--- src/rtl/seg7_pkg.sv ---
// Shared seven-segment definitions: segment bit order, glyph patterns for
// the hex digits (both forms of 9), the blank pattern, and the scan-decoder
// state encoding.
package seg7_pkg;

    // Segment lines are packed a..g from bit 6 down to bit 0.
    localparam int SEG_A_BIT = 6;
    localparam int SEG_B_BIT = 5;
    localparam int SEG_C_BIT = 4;
    localparam int SEG_D_BIT = 3;
    localparam int SEG_E_BIT = 2;
    localparam int SEG_F_BIT = 1;
    localparam int SEG_G_BIT = 0;
    localparam int SEG_W     = 7;

    // Glyph patterns, abcdefg, active-high.
    localparam logic [SEG_W-1:0] SEG_0     = 7'b1111110;
    localparam logic [SEG_W-1:0] SEG_1     = 7'b0110000;
    localparam logic [SEG_W-1:0] SEG_2     = 7'b1101101;
    localparam logic [SEG_W-1:0] SEG_3     = 7'b1111001;
    localparam logic [SEG_W-1:0] SEG_4     = 7'b0110011;
    localparam logic [SEG_W-1:0] SEG_5     = 7'b1011011;
    localparam logic [SEG_W-1:0] SEG_6     = 7'b1011111;
    localparam logic [SEG_W-1:0] SEG_7     = 7'b1110000;
    localparam logic [SEG_W-1:0] SEG_8     = 7'b1111111;
    localparam logic [SEG_W-1:0] SEG_9     = 7'b1111011;
    // Some encoders draw 9 without the bottom bar.
    localparam logic [SEG_W-1:0] SEG_9_ALT = 7'b1110011;
    localparam logic [SEG_W-1:0] SEG_A     = 7'b1110111;
    localparam logic [SEG_W-1:0] SEG_B     = 7'b0011111;
    localparam logic [SEG_W-1:0] SEG_C     = 7'b1001110;
    localparam logic [SEG_W-1:0] SEG_D     = 7'b0111101;
    localparam logic [SEG_W-1:0] SEG_E     = 7'b1001111;
    localparam logic [SEG_W-1:0] SEG_F     = 7'b1000111;
    localparam logic [SEG_W-1:0] SEG_BLANK = 7'b0000000;

    // Dwell tracking states for the scan decoder.
    typedef enum logic [1:0] {
        IDLE     = 2'd0,
        SETTLE   = 2'd1,
        CAPTURED = 2'd2
    } seg_state_t;

endpackage

--- src/rtl/seg7_glyph_decode.sv ---
// Combinational glyph decoder: maps a 7-bit abcdefg pattern to its hex
// nibble, flags whether the pattern is a legal glyph, and flags all-off.
module seg7_glyph_decode
    import seg7_pkg::*;
(
    input  logic [6:0] i_seg,
    output logic [3:0] o_nibble,
    output logic       o_legal,
    output logic       o_blank
);

    // Pattern lookup; anything not listed is illegal and reads as nibble 0.
    always_comb begin
        o_nibble = 4'h0;
        o_legal  = 1'b0;
        o_blank  = 1'b0;
        case (i_seg)
            SEG_0:            begin o_nibble = 4'h0; o_legal = 1'b1; end
            SEG_1:            begin o_nibble = 4'h1; o_legal = 1'b1; end
            SEG_2:            begin o_nibble = 4'h2; o_legal = 1'b1; end
            SEG_3:            begin o_nibble = 4'h3; o_legal = 1'b1; end
            SEG_4:            begin o_nibble = 4'h4; o_legal = 1'b1; end
            SEG_5:            begin o_nibble = 4'h5; o_legal = 1'b1; end
            SEG_6:            begin o_nibble = 4'h6; o_legal = 1'b1; end
            SEG_7:            begin o_nibble = 4'h7; o_legal = 1'b1; end
            SEG_8:            begin o_nibble = 4'h8; o_legal = 1'b1; end
            SEG_9, SEG_9_ALT: begin o_nibble = 4'h9; o_legal = 1'b1; end
            SEG_A:            begin o_nibble = 4'hA; o_legal = 1'b1; end
            SEG_B:            begin o_nibble = 4'hB; o_legal = 1'b1; end
            SEG_C:            begin o_nibble = 4'hC; o_legal = 1'b1; end
            SEG_D:            begin o_nibble = 4'hD; o_legal = 1'b1; end
            SEG_E:            begin o_nibble = 4'hE; o_legal = 1'b1; end
            SEG_F:            begin o_nibble = 4'hF; o_legal = 1'b1; end
            SEG_BLANK:        begin o_blank  = 1'b1; end
            default:          begin o_legal  = 1'b0; end
        endcase
    end

endmodule

--- src/rtl/seg_scan_decoder.sv ---
// Loopback monitor for the multiplexed seven-segment bus. Samples
// {an_in, seg_in}, waits for a dwell to stay unchanged for STABLE_CYCLES
// edges, then captures it once into the per-digit value/valid/blank
// registers, tracks which digits have been seen for frame_valid, and
// raises sticky error flags for bad anode or segment patterns.
// dbg_state exposes the dwell FSM state for observation.
module seg_scan_decoder
    import seg7_pkg::*;
#(
    parameter int NUM_DIGITS    = 4,
    parameter int STABLE_CYCLES = 16
) (
    input  logic                    clk,
    input  logic                    rst_n,
    input  logic [6:0]              seg_in,
    input  logic [NUM_DIGITS-1:0]   an_in,
    input  logic                    clr_err,
    output logic [4*NUM_DIGITS-1:0] value_out,
    output logic [NUM_DIGITS-1:0]   digit_valid,
    output logic [NUM_DIGITS-1:0]   blank,
    output logic                    frame_valid,
    output logic                    err_pattern,
    output logic                    err_anode,
    output logic [1:0]              dbg_state
);

    localparam int CNT_W = (STABLE_CYCLES > 1) ? $clog2(STABLE_CYCLES) : 1;
    localparam int SQ_W  = NUM_DIGITS + 7;
    localparam logic [CNT_W-1:0] CNT_LAST = CNT_W'(STABLE_CYCLES - 1);

    seg_state_t            r_state;
    seg_state_t            w_state_nxt;
    logic [SQ_W-1:0]       r_s_q;
    logic [CNT_W-1:0]      r_cnt;
    logic [NUM_DIGITS-1:0] r_mask;

    logic [SQ_W-1:0]       w_sample;
    logic                  w_change;
    logic                  w_capture;
    logic [NUM_DIGITS-1:0] w_an;
    logic [6:0]            w_seg;
    logic                  w_an_none;
    logic                  w_an_multi;
    logic                  w_an_onehot;
    logic                  w_cap_digit;
    logic [NUM_DIGITS-1:0] w_mask_merged;
    logic                  w_frame_done;
    logic [3:0]            w_nibble;
    logic                  w_legal;
    logic                  w_blank;

    assign w_sample = {an_in, seg_in};
    assign w_change = (w_sample != r_s_q);

    // The captured dwell is whatever sits in the sample register; on the
    // capture edge it is known to equal the live inputs.
    assign w_an  = r_s_q[SQ_W-1:7];
    assign w_seg = r_s_q[6:0];

    // One-hot test: nonzero with no second bit set.
    assign w_an_none   = (w_an == '0);
    assign w_an_multi  = ((w_an & (w_an - NUM_DIGITS'(1))) != '0);
    assign w_an_onehot = !w_an_none && !w_an_multi;

    assign w_cap_digit   = w_capture && w_an_onehot;
    assign w_mask_merged = r_mask | w_an;
    assign w_frame_done  = w_cap_digit && (w_mask_merged == '1);

    assign dbg_state = r_state;

    seg7_glyph_decode u_decode (
        .i_seg    (w_seg),
        .o_nibble (w_nibble),
        .o_legal  (w_legal),
        .o_blank  (w_blank)
    );

    // FSM state register.
    always_ff @(posedge clk or negedge rst_n) begin
        if (!rst_n) begin
            r_state <= IDLE;
        end else begin
            r_state <= w_state_nxt;
        end
    end

    // Next state: any input change restarts settling; a full stable run
    // in SETTLE produces a single capture and parks in CAPTURED.
    always_comb begin
        w_state_nxt = r_state;
        w_capture   = 1'b0;
        if (w_change) begin
            w_state_nxt = SETTLE;
        end else if (r_state == SETTLE && r_cnt == CNT_LAST) begin
            w_capture   = 1'b1;
            w_state_nxt = CAPTURED;
        end
    end

    // Sample register and stability counter.
    always_ff @(posedge clk or negedge rst_n) begin
        if (!rst_n) begin
            r_s_q <= '0;
            r_cnt <= '0;
        end else if (w_change) begin
            r_s_q <= w_sample;
            r_cnt <= '0;
        end else if (r_state == SETTLE && !w_capture) begin
            r_cnt <= r_cnt + CNT_W'(1);
        end
    end

    // Per-digit value, valid and blank registers, updated on a one-hot capture.
    always_ff @(posedge clk or negedge rst_n) begin
        if (!rst_n) begin
            value_out   <= '0;
            digit_valid <= '0;
            blank       <= '0;
        end else if (w_cap_digit) begin
            for (int i = 0; i < NUM_DIGITS; i++) begin
                if (w_an[i]) begin
                    if (w_legal) begin
                        value_out[4*i +: 4] <= w_nibble;
                        digit_valid[i]      <= 1'b1;
                        blank[i]            <= 1'b0;
                    end else if (w_blank) begin
                        digit_valid[i]      <= 1'b0;
                        blank[i]            <= 1'b1;
                    end else begin
                        digit_valid[i]      <= 1'b0;
                        blank[i]            <= 1'b0;
                    end
                end
            end
        end
    end

    // Frame mask and frame_valid pulse: pulse on the edge that completes
    // the set of digits, clearing the mask on that same edge.
    always_ff @(posedge clk or negedge rst_n) begin
        if (!rst_n) begin
            r_mask      <= '0;
            frame_valid <= 1'b0;
        end else begin
            frame_valid <= w_frame_done;
            if (w_cap_digit) begin
                r_mask <= w_frame_done ? '0 : w_mask_merged;
            end
        end
    end

    // Sticky error flags; a new error on the clearing edge takes priority.
    always_ff @(posedge clk or negedge rst_n) begin
        if (!rst_n) begin
            err_anode   <= 1'b0;
            err_pattern <= 1'b0;
        end else begin
            if (w_capture && w_an_multi) begin
                err_anode <= 1'b1;
            end else if (clr_err) begin
                err_anode <= 1'b0;
            end
            if (w_cap_digit && !w_legal && !w_blank) begin
                err_pattern <= 1'b1;
            end else if (clr_err) begin
                err_pattern <= 1'b0;
            end
        end
    end

endmodule

--- config.mk ---
export PLATFORM = sky130hd
export DESIGN_NAME = seg_scan_decoder
export DESIGN_NICKNAME = d
export VERILOG_FILES = /design/src/rtl/seg7_pkg.sv /design/src/rtl/seg7_glyph_decode.sv /design/src/rtl/seg_scan_decoder.sv
export SDC_FILE = /design/constraint.sdc
export NUM_CORES = 1
export LEC_CHECK = 0
export CELL_PAD_IN_SITES_DETAIL_PLACEMENT = 1
export CELL_PAD_IN_SITES_GLOBAL_PLACEMENT = 1
export CORE_UTILIZATION = 41
export CTS_CLUSTER_SIZE = 28
export DETAILED_ROUTE_END_ITERATION = 10
export PLACE_DENSITY = 0.84
export SLEW_MARGIN = 15
export SYNTH_ARGS = -nofsm -noshare
export SYNTH_HDL_FRONTEND = slang
export SYNTH_HIERARCHICAL = 1
export SYNTH_SLANG_ARGS = --single-unit
--- constraint.sdc ---
create_clock -name clk -period 2.45 [get_ports clk]
set_input_delay 0.49 -clock clk [delete_from_list [all_inputs] [get_ports clk]]
set_output_delay 0.49 -clock clk [all_outputs]
set_load 0.02 [all_outputs]
==> metrics.yaml <==
sta:
  worstMarginPinSlew_ns: 0.4863
  fin_worst_skew_ns: 0.004362
  fmax_mhz: 441.7
  drv_slew: 0
  max-slew-margin-rel_pct: 67.28
  fin_crit_sh_pct: 92.40
  setup_viol_count_final: 0
  rsz0062_at_grt: "no"
  hold_viol_final: 0
  min_period_ns: 2.264
  setup_ws_ns: 0.1862
  setup_tns_ns: 0
synthesis:
  synthFlopType: "dfrtp_1"
  synth_common_cells: "dfrtp_1, mux2_2, clkbuf_1, xnor2_1, nand2_1"
  yosys.area.top_type_share_pct: 49.74
  synthMostInstantiatedCell: "dfrtp_1"
  avgSynthCellArea_um2: 10.83
  ys_seq_elements: 48
  seq_area_frac_synth_pct: 49.74
  synth_area_leaders: "dfrtp_1, mux2_2, xnor2_1"
  synth_area_leader_cell: "dfrtp_1"
  synth_edf_count: 0
  yosysUniqueCellTypes: 47
  yosysWarnings: 6
  syn_inst: 223
  synth_fp_nets: 238
  netlist_area_um2: 2415
  synth-async-reset-ratio_pct: 100.0
floorplan:
  core_area_um2: 5608
  row_count: 27
  io_pins: 43
  dieArea_um2: 6201
  dieHeight_um: 78.75
  die_w_um: 78.75
  start_util_pct: 43.06
placed_design:
  gp_congestion: 0.7848
  hpwl_mm: 4.201
  place_ws_ns: -0.1005
  io_buffers: 42
global_routing:
  grt_pass1_wl_mm: 9.963
  grt_pass1_vias: 1942
  antenna_found_initial: 0
  grt_start_max_net_pins: 49
  grt_overflow_total: 0
  grtUsageTotal_pct: 20.69
power_and_ir_drop:
  power.internal_mw: 1.201
  p_sw_share_pct: 23.55
  p_clk_share_pct: 38.7
  ir_drop_uv: 328.3
  leakage_nw: 1.330
  combPwrFrac_pct: 8.6
  p_sw_mw: 0.3698
  seq_power_share_pct: 52.7
  powerDensity_nw_per_um2: 517.7
critical_path:
  cp-start-kind: "flop"
  cp_slowest_stage_delay_ns: 0.55
  crit_slowest_cell: "or4_4"
  critPathBufInv: 1
  crit_start: "r_s_q[3]"
  required_ns: 2.64
  crit_path_frequent_cell: "nand4_1"
  crit_path_cell_trace: "or4_4 > a211oi_2 > nor2_1 > nand4_1 > buf_4 > nand4_1 > mux2_2"
  critPathTopFamily: "simple AND/OR/NAND/NOR gates"
  crit_fanout: 11
  arrival_ns: 2.46
  end_kind: "flop"
  setup.worst_path.class: "flop to flop"
  regToRegStartpoint: "r_s_q[3]"
cts:
  clkSinkCount: 48
  clock-root-buffer: "clkbuf_8"
  insertion_delay_ns: 0.30
  cts_tree: "yes"
  cts-buffers-inserted: 5
  cts_buffer_depth: 2
  h-tree-depth: 2
  path_clk_slew_ns: 0.09
run:
  maxCapViolations: 0
route:
  drc_errors: 0
  num_vias: 1834
  drt_iter0_markers: 51
  vias_per_cell: 5.491
  ant_nets: 0
  dr.pass1.iters: 4
  avgRoutedWirePerCell_um: 17.36
  routed_wl_mm: 5.799
layout:
  drive_gt1_share_pct: 20.99
  finalNetCount: 276
  syn_to_final_growth_pct: 25.60
  antenna_cells: 0
run_status:
  status: "complete, no violations"
worst_hold_path:
  min-delay-path-class: "input pin to asynchronous set/reset pin"
[sequential cells by signal, summed over array words and instances, names as in the netlist]
signal,flops
value_out,16
r_s_q,11
blank,4
digit_valid,4
r_cnt,4
r_mask,4
dbg_state,2
err_anode,1
err_pattern,1
frame_valid,1
[power groups by stage]
| stage | registers, mW | clock network (mW) | logic, mW |
|---|---|---|---|
| global placement | 0.841 | 0 | 0.131 |
| global route | 0.831 | 0.647 | 0.149 |
| floorplan | 0.824 | 0 | 0.0869 |
| CTS | 0.827 | 0.620 | 0.135 |
| finish | 0.827 | 0.608 | 0.135 |
| detailed placement | 0.842 | 0 | 0.134 |
[final timing paths]
check,depth (start not counted),end,slack [ns]
max in group asynchronous,2,r_cnt[2],2.07
min in group clk,1,dbg_state[0],0.50
setup / recovery,7,value_out[1],0.19
setup reg to reg,7,value_out[1],0.19
hold reg to reg,1,dbg_state[0],0.50
hold / removal,2,r_s_q[6],0.15
[per-stage QoR]
stage / cells / utilization, % / instance area (um2) / hold WS [ns] / power (mW)
floorplan: 223 / - / 2415 / 0.1944 / 0.9114
global placement: 325 / 51.76 / 2903 / 0.4852 / 0.9716
detailed placement: 325 / 51.76 / 2903 / 0.4864 / 0.9761
CTS: 333 / 53.93 / 3024 / 0.1664 / 1.582
global route: 334 / 54.08 / 3033 / 0.1726 / 1.626
finish: 334 / 54.08 / 3033 / 0.1531 / 1.570
[area by class of cell]
| cell class | count | area, um2 |
|---|---|---|
| clock buffers | 6 | 82.58 |
| clock inverters | 2 | 38.79 |
| fillers | 622 | 2575 |
| inverters | 9 | 33.78 |
| multi-input cells | 142 | 1060 |
| flip-flops and latches | 48 | 1202 |
| well taps | 72 | 90.09 |
| repair buffers | 55 | 525.5 |
[logic make-up (layout without fill, tap and decap cells)]
| group | Yosys count | after routing | share of synthesized area (%) |
|---|---|---|---|
| AND/OR/NAND/NOR | 72 | 72 | 17.82 |
| buffers and inverters | 33 | 72 | 6.373 |
| adder cells (fa/ha/maj) | 2 | 2 | 0.9326 |
| multiplexers | 25 | 25 | 11.61 |
| AO/OA/AOI/OAI | 28 | 28 | 8.083 |
| XOR/XNOR | 15 | 15 | 5.441 |
| flip-flops | 48 | 48 | 49.74 |
[placed cells by master, fill, tap and decap left out, types with 2 or more instances in the layout]
cell type         n
nand3_1          10
nor4_1            3
nand2_1          12
a21oi_1           4
inv_1             9
clkbuf_8          6
nor2b_1           2
o21ai_0           7
o22ai_1           3
nor3_1            7
mux2_2           24
buf_4            12
nor2_1            8
nor4b_1           4
dfrtp_1          47
nand2b_1          3
or3_1             3
xnor2_1          14
a21boi_0          4
clkdlybuf4s50_1  41
nand3b_1          3
nand4_1           7
[timing repair]
item                                   in CTS  in global routing
resized for setup                           0                  1
setup endpoints to repair                   0                 20
setup buffers                               0                  1
hold buffers                                0                  0
endpoints found under the hold margin       0                  0
[routing by layer]
metal,track usage [%],routed length (um)
met1,28.11,2694
met2,33.74,2828
met3,4.138,221
met4,5.370,55
met5,0,0
Power figures use the tool's default switching activity.
